===== src/rtl/traffic_phase_scheduler.sv =====
// Two-direction junction sequencer: one 8-phase FSM drives both lamp sets, BCD countdown displays.
// Latency: every output is registered and reflects EN/TICK/CFG/PED inputs one CLK after sampling.
// No backpressure: TICK strobes are consumed every cycle; optional PED_CROSS_EN macro adds PED_REQ.
module traffic_phase_scheduler #(
    parameter logic [7:0] D_AG = 8'd40,
    parameter logic [7:0] D_AY = 8'd5,
    parameter logic [7:0] D_AL = 8'd15,
    parameter logic [7:0] D_BG = 8'd30,
    parameter logic [7:0] D_BY = 8'd5,
    parameter logic [7:0] D_BL = 8'd15
`ifdef PED_CROSS_EN
    , parameter logic [7:0] PED_MIN = 8'd5
`endif
) (
    input  logic       CLK,
    input  logic       RST,
    input  logic       EN,
    input  logic       TICK,
`ifdef PED_CROSS_EN
    input  logic       PED_REQ,
`endif
    input  logic       CFG_WE,
    input  logic [2:0] CFG_ADDR,
    input  logic [7:0] CFG_DATA,
    output logic [3:0] LAMPA,
    output logic [3:0] LAMPB,
    output logic [7:0] ACOUNT,
    output logic [7:0] BCOUNT,
    output logic [2:0] PHASE
);

    localparam logic [2:0] P_AG  = 3'd0;
    localparam logic [2:0] P_AY1 = 3'd1;
    localparam logic [2:0] P_AL  = 3'd2;
    localparam logic [2:0] P_AY2 = 3'd3;
    localparam logic [2:0] P_BG  = 3'd4;
    localparam logic [2:0] P_BY1 = 3'd5;
    localparam logic [2:0] P_BL  = 3'd6;
    localparam logic [2:0] P_BY2 = 3'd7;

    localparam logic [3:0] L_LEFT   = 4'b0001;
    localparam logic [3:0] L_GREEN  = 4'b0010;
    localparam logic [3:0] L_YELLOW = 4'b0100;
    localparam logic [3:0] L_RED    = 4'b1000;

    // Config regs indexed by CFG_ADDR: 0=AG 1=AY 2=AL 3=BG 4=BY 5=BL
    logic [7:0] cfg [0:5];

    logic       run;
    logic [2:0] phase;
    logic [7:0] pc;
    logic [8:0] rc;

    logic       nxt_run;
    logic [2:0] nxt_phase;
    logic [7:0] nxt_pc;
    logic [8:0] nxt_rc;
    logic [8:0] a_red_span;
    logic [8:0] b_red_span;
    logic [3:0] lamp_a;
    logic [3:0] lamp_b;
    logic [7:0] disp_a;
    logic [7:0] disp_b;

    // Duration of a phase; both yellow phases of a direction share one register
    function automatic logic [7:0] dur(input logic [2:0] p,
                                       input logic [7:0] ag, input logic [7:0] ay,
                                       input logic [7:0] al, input logic [7:0] bg,
                                       input logic [7:0] by, input logic [7:0] bl);
        case (p)
            P_AG:          dur = ag;
            P_AY1, P_AY2:  dur = ay;
            P_AL:          dur = al;
            P_BG:          dur = bg;
            P_BY1, P_BY2:  dur = by;
            default:       dur = bl;
        endcase
    endfunction

    // Saturate to 99 then split into {tens,units} by repeated subtraction (at most 9 steps)
    function automatic logic [7:0] to_bcd(input logic [8:0] v);
        logic [6:0] r;
        logic [3:0] t;
        r = (v > 9'd99) ? 7'd99 : v[6:0];
        t = 4'd0;
        for (int i = 0; i < 9; i++) begin
            if (r >= 7'd10) begin
                r = r - 7'd10;
                t = t + 4'd1;
            end
        end
        to_bcd = {t, r[3:0]};
    endfunction

    assign a_red_span = {1'b0, cfg[3]} + {1'b0, cfg[4]} + {1'b0, cfg[5]} + {1'b0, cfg[4]};
    assign b_red_span = {1'b0, cfg[0]} + {1'b0, cfg[1]} + {1'b0, cfg[2]} + {1'b0, cfg[1]};

    // Next FSM state: EN-low beats everything, pedestrian truncation beats TICK
    always_comb begin
        nxt_run   = run;
        nxt_phase = phase;
        nxt_pc    = pc;
        nxt_rc    = rc;
        if (!EN) begin
            nxt_run   = 1'b0;
            nxt_phase = P_AG;
            nxt_pc    = 8'd0;
            nxt_rc    = 9'd0;
        end else if (!run) begin
            nxt_run   = 1'b1;
            nxt_phase = P_AG;
            nxt_pc    = cfg[0];
            nxt_rc    = b_red_span;
        end else
`ifdef PED_CROSS_EN
        if (PED_REQ && (phase == P_AG || phase == P_BG) && pc > PED_MIN) begin
            nxt_pc = PED_MIN;
            nxt_rc = rc - {1'b0, pc - PED_MIN};
        end else
`endif
        if (TICK) begin
            if (pc > 8'd1) begin
                nxt_pc = pc - 8'd1;
                nxt_rc = (rc != 9'd0) ? rc - 9'd1 : 9'd0;
            end else begin
                nxt_phase = phase + 3'd1;
                nxt_pc    = dur(phase + 3'd1, cfg[0], cfg[1], cfg[2], cfg[3], cfg[4], cfg[5]);
                if (phase + 3'd1 == P_BG)
                    nxt_rc = a_red_span;
                else if (phase + 3'd1 == P_AG)
                    nxt_rc = b_red_span;
                else
                    nxt_rc = (rc != 9'd0) ? rc - 9'd1 : 9'd0;
            end
        end
    end

    // Lamp and display values derived from the next state so they register alongside it
    always_comb begin
        lamp_a = L_RED;
        lamp_b = L_RED;
        disp_a = 8'h00;
        disp_b = 8'h00;
        if (nxt_run) begin
            case (nxt_phase)
                P_AG:          lamp_a = L_GREEN;
                P_AY1, P_AY2:  lamp_a = L_YELLOW;
                P_AL:          lamp_a = L_LEFT;
                P_BG:          lamp_b = L_GREEN;
                P_BY1, P_BY2:  lamp_b = L_YELLOW;
                default:       lamp_b = L_LEFT;
            endcase
            if (nxt_phase[2]) begin
                disp_a = to_bcd(nxt_rc);
                disp_b = to_bcd({1'b0, nxt_pc});
            end else begin
                disp_a = to_bcd({1'b0, nxt_pc});
                disp_b = to_bcd(nxt_rc);
            end
        end
    end

    // Config register file; out-of-range data or reserved addresses are dropped
    always_ff @(posedge CLK or posedge RST) begin
        if (RST) begin
            cfg[0] <= D_AG;
            cfg[1] <= D_AY;
            cfg[2] <= D_AL;
            cfg[3] <= D_BG;
            cfg[4] <= D_BY;
            cfg[5] <= D_BL;
        end else if (CFG_WE && CFG_DATA >= 8'd1 && CFG_DATA <= 8'd99 && CFG_ADDR <= 3'd5) begin
            cfg[CFG_ADDR] <= CFG_DATA;
        end
    end

    // FSM state and registered outputs
    always_ff @(posedge CLK or posedge RST) begin
        if (RST) begin
            run    <= 1'b0;
            phase  <= P_AG;
            pc     <= 8'd0;
            rc     <= 9'd0;
            LAMPA  <= L_RED;
            LAMPB  <= L_RED;
            ACOUNT <= 8'h00;
            BCOUNT <= 8'h00;
            PHASE  <= 3'd0;
        end else begin
            run    <= nxt_run;
            phase  <= nxt_phase;
            pc     <= nxt_pc;
            rc     <= nxt_rc;
            LAMPA  <= lamp_a;
            LAMPB  <= lamp_b;
            ACOUNT <= disp_a;
            BCOUNT <= disp_b;
            PHASE  <= nxt_run ? nxt_phase : 3'd0;
        end
    end

endmodule


===== config.mk =====
export PLATFORM = sky130hd
export DESIGN_NAME = traffic_phase_scheduler
export DESIGN_NICKNAME = d
export VERILOG_FILES = /design/src/rtl/traffic_phase_scheduler.sv
export SDC_FILE = /design/constraint.sdc
export NUM_CORES = 1
export LEC_CHECK = 0
export CAP_MARGIN = 20
export CORE_ASPECT_RATIO = 1.1
export CORE_MARGIN = 1
export CORE_UTILIZATION = 35
export CTS_BUF_LIST = sky130_fd_sc_hd__clkbuf_8 sky130_fd_sc_hd__clkbuf_16
export DETAILED_ROUTE_END_ITERATION = 16
export MAX_ROUTING_LAYER = met4
export PLACE_DENSITY = 0.52
export SLEW_MARGIN = 15
export SYNTH_ARGS = -nofsm -noshare
export SYNTH_HDL_FRONTEND = slang
export SYNTH_SLANG_ARGS = --single-unit

===== constraint.sdc =====
create_clock -name CLK -period 14.91 [get_ports CLK]
set_input_delay 2.982 -clock CLK [delete_from_list [all_inputs] [get_ports CLK]]
set_output_delay 2.982 -clock CLK [all_outputs]
set_load 0.02 [all_outputs]

==> out/results.tsv <==
metric	value	unit
Die W	177	µm
layout cell share with drive strength beyond 1	29.3	%
min cycle time layout	14150	ps
Port Buffers	42	
crit end category	flip-flop	
nets	1716	
Die ar.	0.0343	mm²
delay of the slowest cell on the worst path	370	ps
crit-path max FO	7	
HP Class	flip-flop to flip-flop	
Req. time, crit path	15170	ps
Syn Area/Cell	8.47	µm²
largest net degree at the start of global routing	67	
yosys warns	0	
Critical Path Most Common Cell	inv_1	
post-synthesis sequential area ratio	20.0	%
Top Ports	43	
wire per inst	18.9	µm
HPWL Detailed	30900	µm
cts bufs inserted	9	
critical path type	input pin to flip-flop	
final period utilization	94.9	%
clock buffer depth	2	
Cell Area, Placed	0.0143	mm²
final setup fails	0	
WP data arrival	14410	ps
CTS tree	built	
GPL Wtd Cong	0.988	
Yosys cell types	125	
Initial Util	36.0	%
max-cap violation count	0	
headroom to the max-slew limit	37.2	%
vias in the first global route	11500	
final WL	38700	µm
Mapped Cells	1386	
final number of max-transition violations	0	
clock sink count	93	
Post-synth EDFFs	0	
number of DRC markers in iteration 0	817	
Non-Filler Cell Area, Final	0.0149	mm²
H-tree depth	3	
first-pass GRT wire length	61400	µm
Post-synth top flop	dfrtp_1	
FF+latch count, synth	93	
Cell Rows	69	
drc violations	0	
Placeable Area	0.0326	mm²
antenna violations before repair	1	
Global Route Usage Sum	23.1	%
DR vias/cell	5.72	
First-pass DRT Iterations	5	
Reg clk slew, reported paths	80	ps
Post-Syn Area	0.0117	mm²
Synth async-reset ratio	100	%
CP max stage cell	nor4_4	
Syn-to-layout area delta	26.6	%
Hold Vio Cnt, Final	0	
Clk Latency, worst-skew pair	360	ps
Setup crit start kind	input pin	
DIE HEIGHT	194	µm
via count	11700	
Clock Skews	10.8	ps
status	finished clean	
antenna-violating nets left	0	
Synth Net Count	1488	
Overflow after GRT	0	
f_max	0.0707	GHz
Slew @ Worst Pin	942	ps
CTS Root Cell	clkbuf_16	
[final timing paths]
path	from	end	depth (start not counted)	slack, ps
max	TICK	ACOUNT[7]	73	760
min	cfg[39]	cfg[39]	1	540
max reg2reg	phase[0]	ACOUNT[7]	73	1840
min reg2reg	cfg[39]	cfg[39]	1	540
max in group asynchronous	RST	cfg[16]	3	10750
min in group asynchronous	RST	LAMPB[0]	2	2950
[per-layer routing]
metal  track usage, %  vias to the layer above  share of wire, %
met3             2.20                       60               3.4
met4             7.28                        0               2.4
met2             38.7                      293                49
met1             29.0                     5628                45
met5                -                        -                 0
li1                 -                     5728                 -
[state kept, by name, summed over array words and instances, names as in the netlist]
register	flops
ACOUNT	8
LAMPA	4
BCOUNT	8
rc	9
pc	8
cfg	48
PHASE	1
LAMPB	4
run	1
phase	2
[synth_stat cells, types with 14 or more instances]
| cell type | number | area (µm²) |
|---|---|---|
| nor2_1 | 75 | 282 |
| inv_1 | 85 | 319 |
| o22ai_1 | 16 | 100 |
| nor4_1 | 18 | 113 |
| fa_1 | 16 | 320 |
| a21oi_1 | 78 | 390 |
| dfrtp_1 | 73 | 1830 |
| dfstp_2 | 20 | 526 |
| nor2b_1 | 14 | 87.6 |
| nand2_1 | 106 | 398 |
| xnor2_1 | 43 | 377 |
| a211oi_1 | 18 | 135 |
| mux2i_1 | 27 | 270 |
| ha_1 | 70 | 876 |
| xor2_1 | 18 | 158 |
| and2_1 | 29 | 181 |
| o31ai_1 | 15 | 113 |
| clkbuf_1 | 21 | 78.8 |
| buf_2 | 14 | 70.1 |
| o21ai_0 | 58 | 290 |
| and3_1 | 27 | 169 |
| nand3_1 | 48 | 240 |
| nor3_1 | 38 | 190 |
| or3_1 | 16 | 100 |
| mux2_2 | 63 | 709 |
| o211ai_1 | 21 | 158 |
[critical path, delay by kind of cell]
family	cells	cell delay, ps
compound gates	21	3530
xor+xnor	3	500
fa+ha+maj	9	1600
buf+inv	15	1450
mux	2	610
simple gates	23	3730
[cells by family after synthesis]
kind of cell | Yosys count | synth area share (%)
DFF | 93 | 20.0
and+or+nand+nor | 494 | 24.0
xor gates and xnor gates | 65 | 5.16
buffers and inverters | 140 | 5.21
muxes | 92 | 8.59
AOI/OAI and AO/OA | 415 | 26.7
adders and majority gates | 87 | 10.3
[repair_timing]
action                     4_1_cts  5_1_grt
setup buffers                    0        7
setup endpoints to repair        9       14
cloned                           0        1
pin swaps                        0       17
resized for setup                2       47
hold buffers                     0        0
[cells in the final DEF (no fill, tap or decap), drive strengths merged, types with 52 or more instances in the layout]
| cell type | count |
|---|---|
| ha | 70 |
| inv | 95 |
| mux2 | 64 |
| nand3 | 52 |
| buf | 220 |
| nand2 | 107 |
| o21ai | 67 |
| a21oi | 82 |
| dfrtp | 73 |
| nor2 | 76 |
[stage by stage]
step | worst slack, ps | instances | setup TNS, ps | hold slack [ps] | utilization, %
5_1_grt | -66.4 | 2046 | -179 | 574 | 45.5
6_report | 764 | 2046 | 0 | 542 | 45.5
3_5_place_dp | -364 | 2021 | -3920 | 526 | 43.7
2_1_floorplan | 36.1 | 1386 | 0 | 496 | -
3_3_place_gp | -130 | 2020 | -1010 | 524 | 43.7
4_1_cts | 66.0 | 2037 | 0 | 544 | 44.6
[cell type report]
class	instances	area, µm²
antenna	1	2.50
clock buffer	9	225
clock inverter	7	65.1
fill	3262	17800
inverter	94	368
multi-input combinational	1153	9200
sequential	93	2350
tap	426	533
timing repair buffer	263	2120
Power is not shown: default switching activity piles up to over one toggle a cycle in this logic, so the estimate is an artifact.
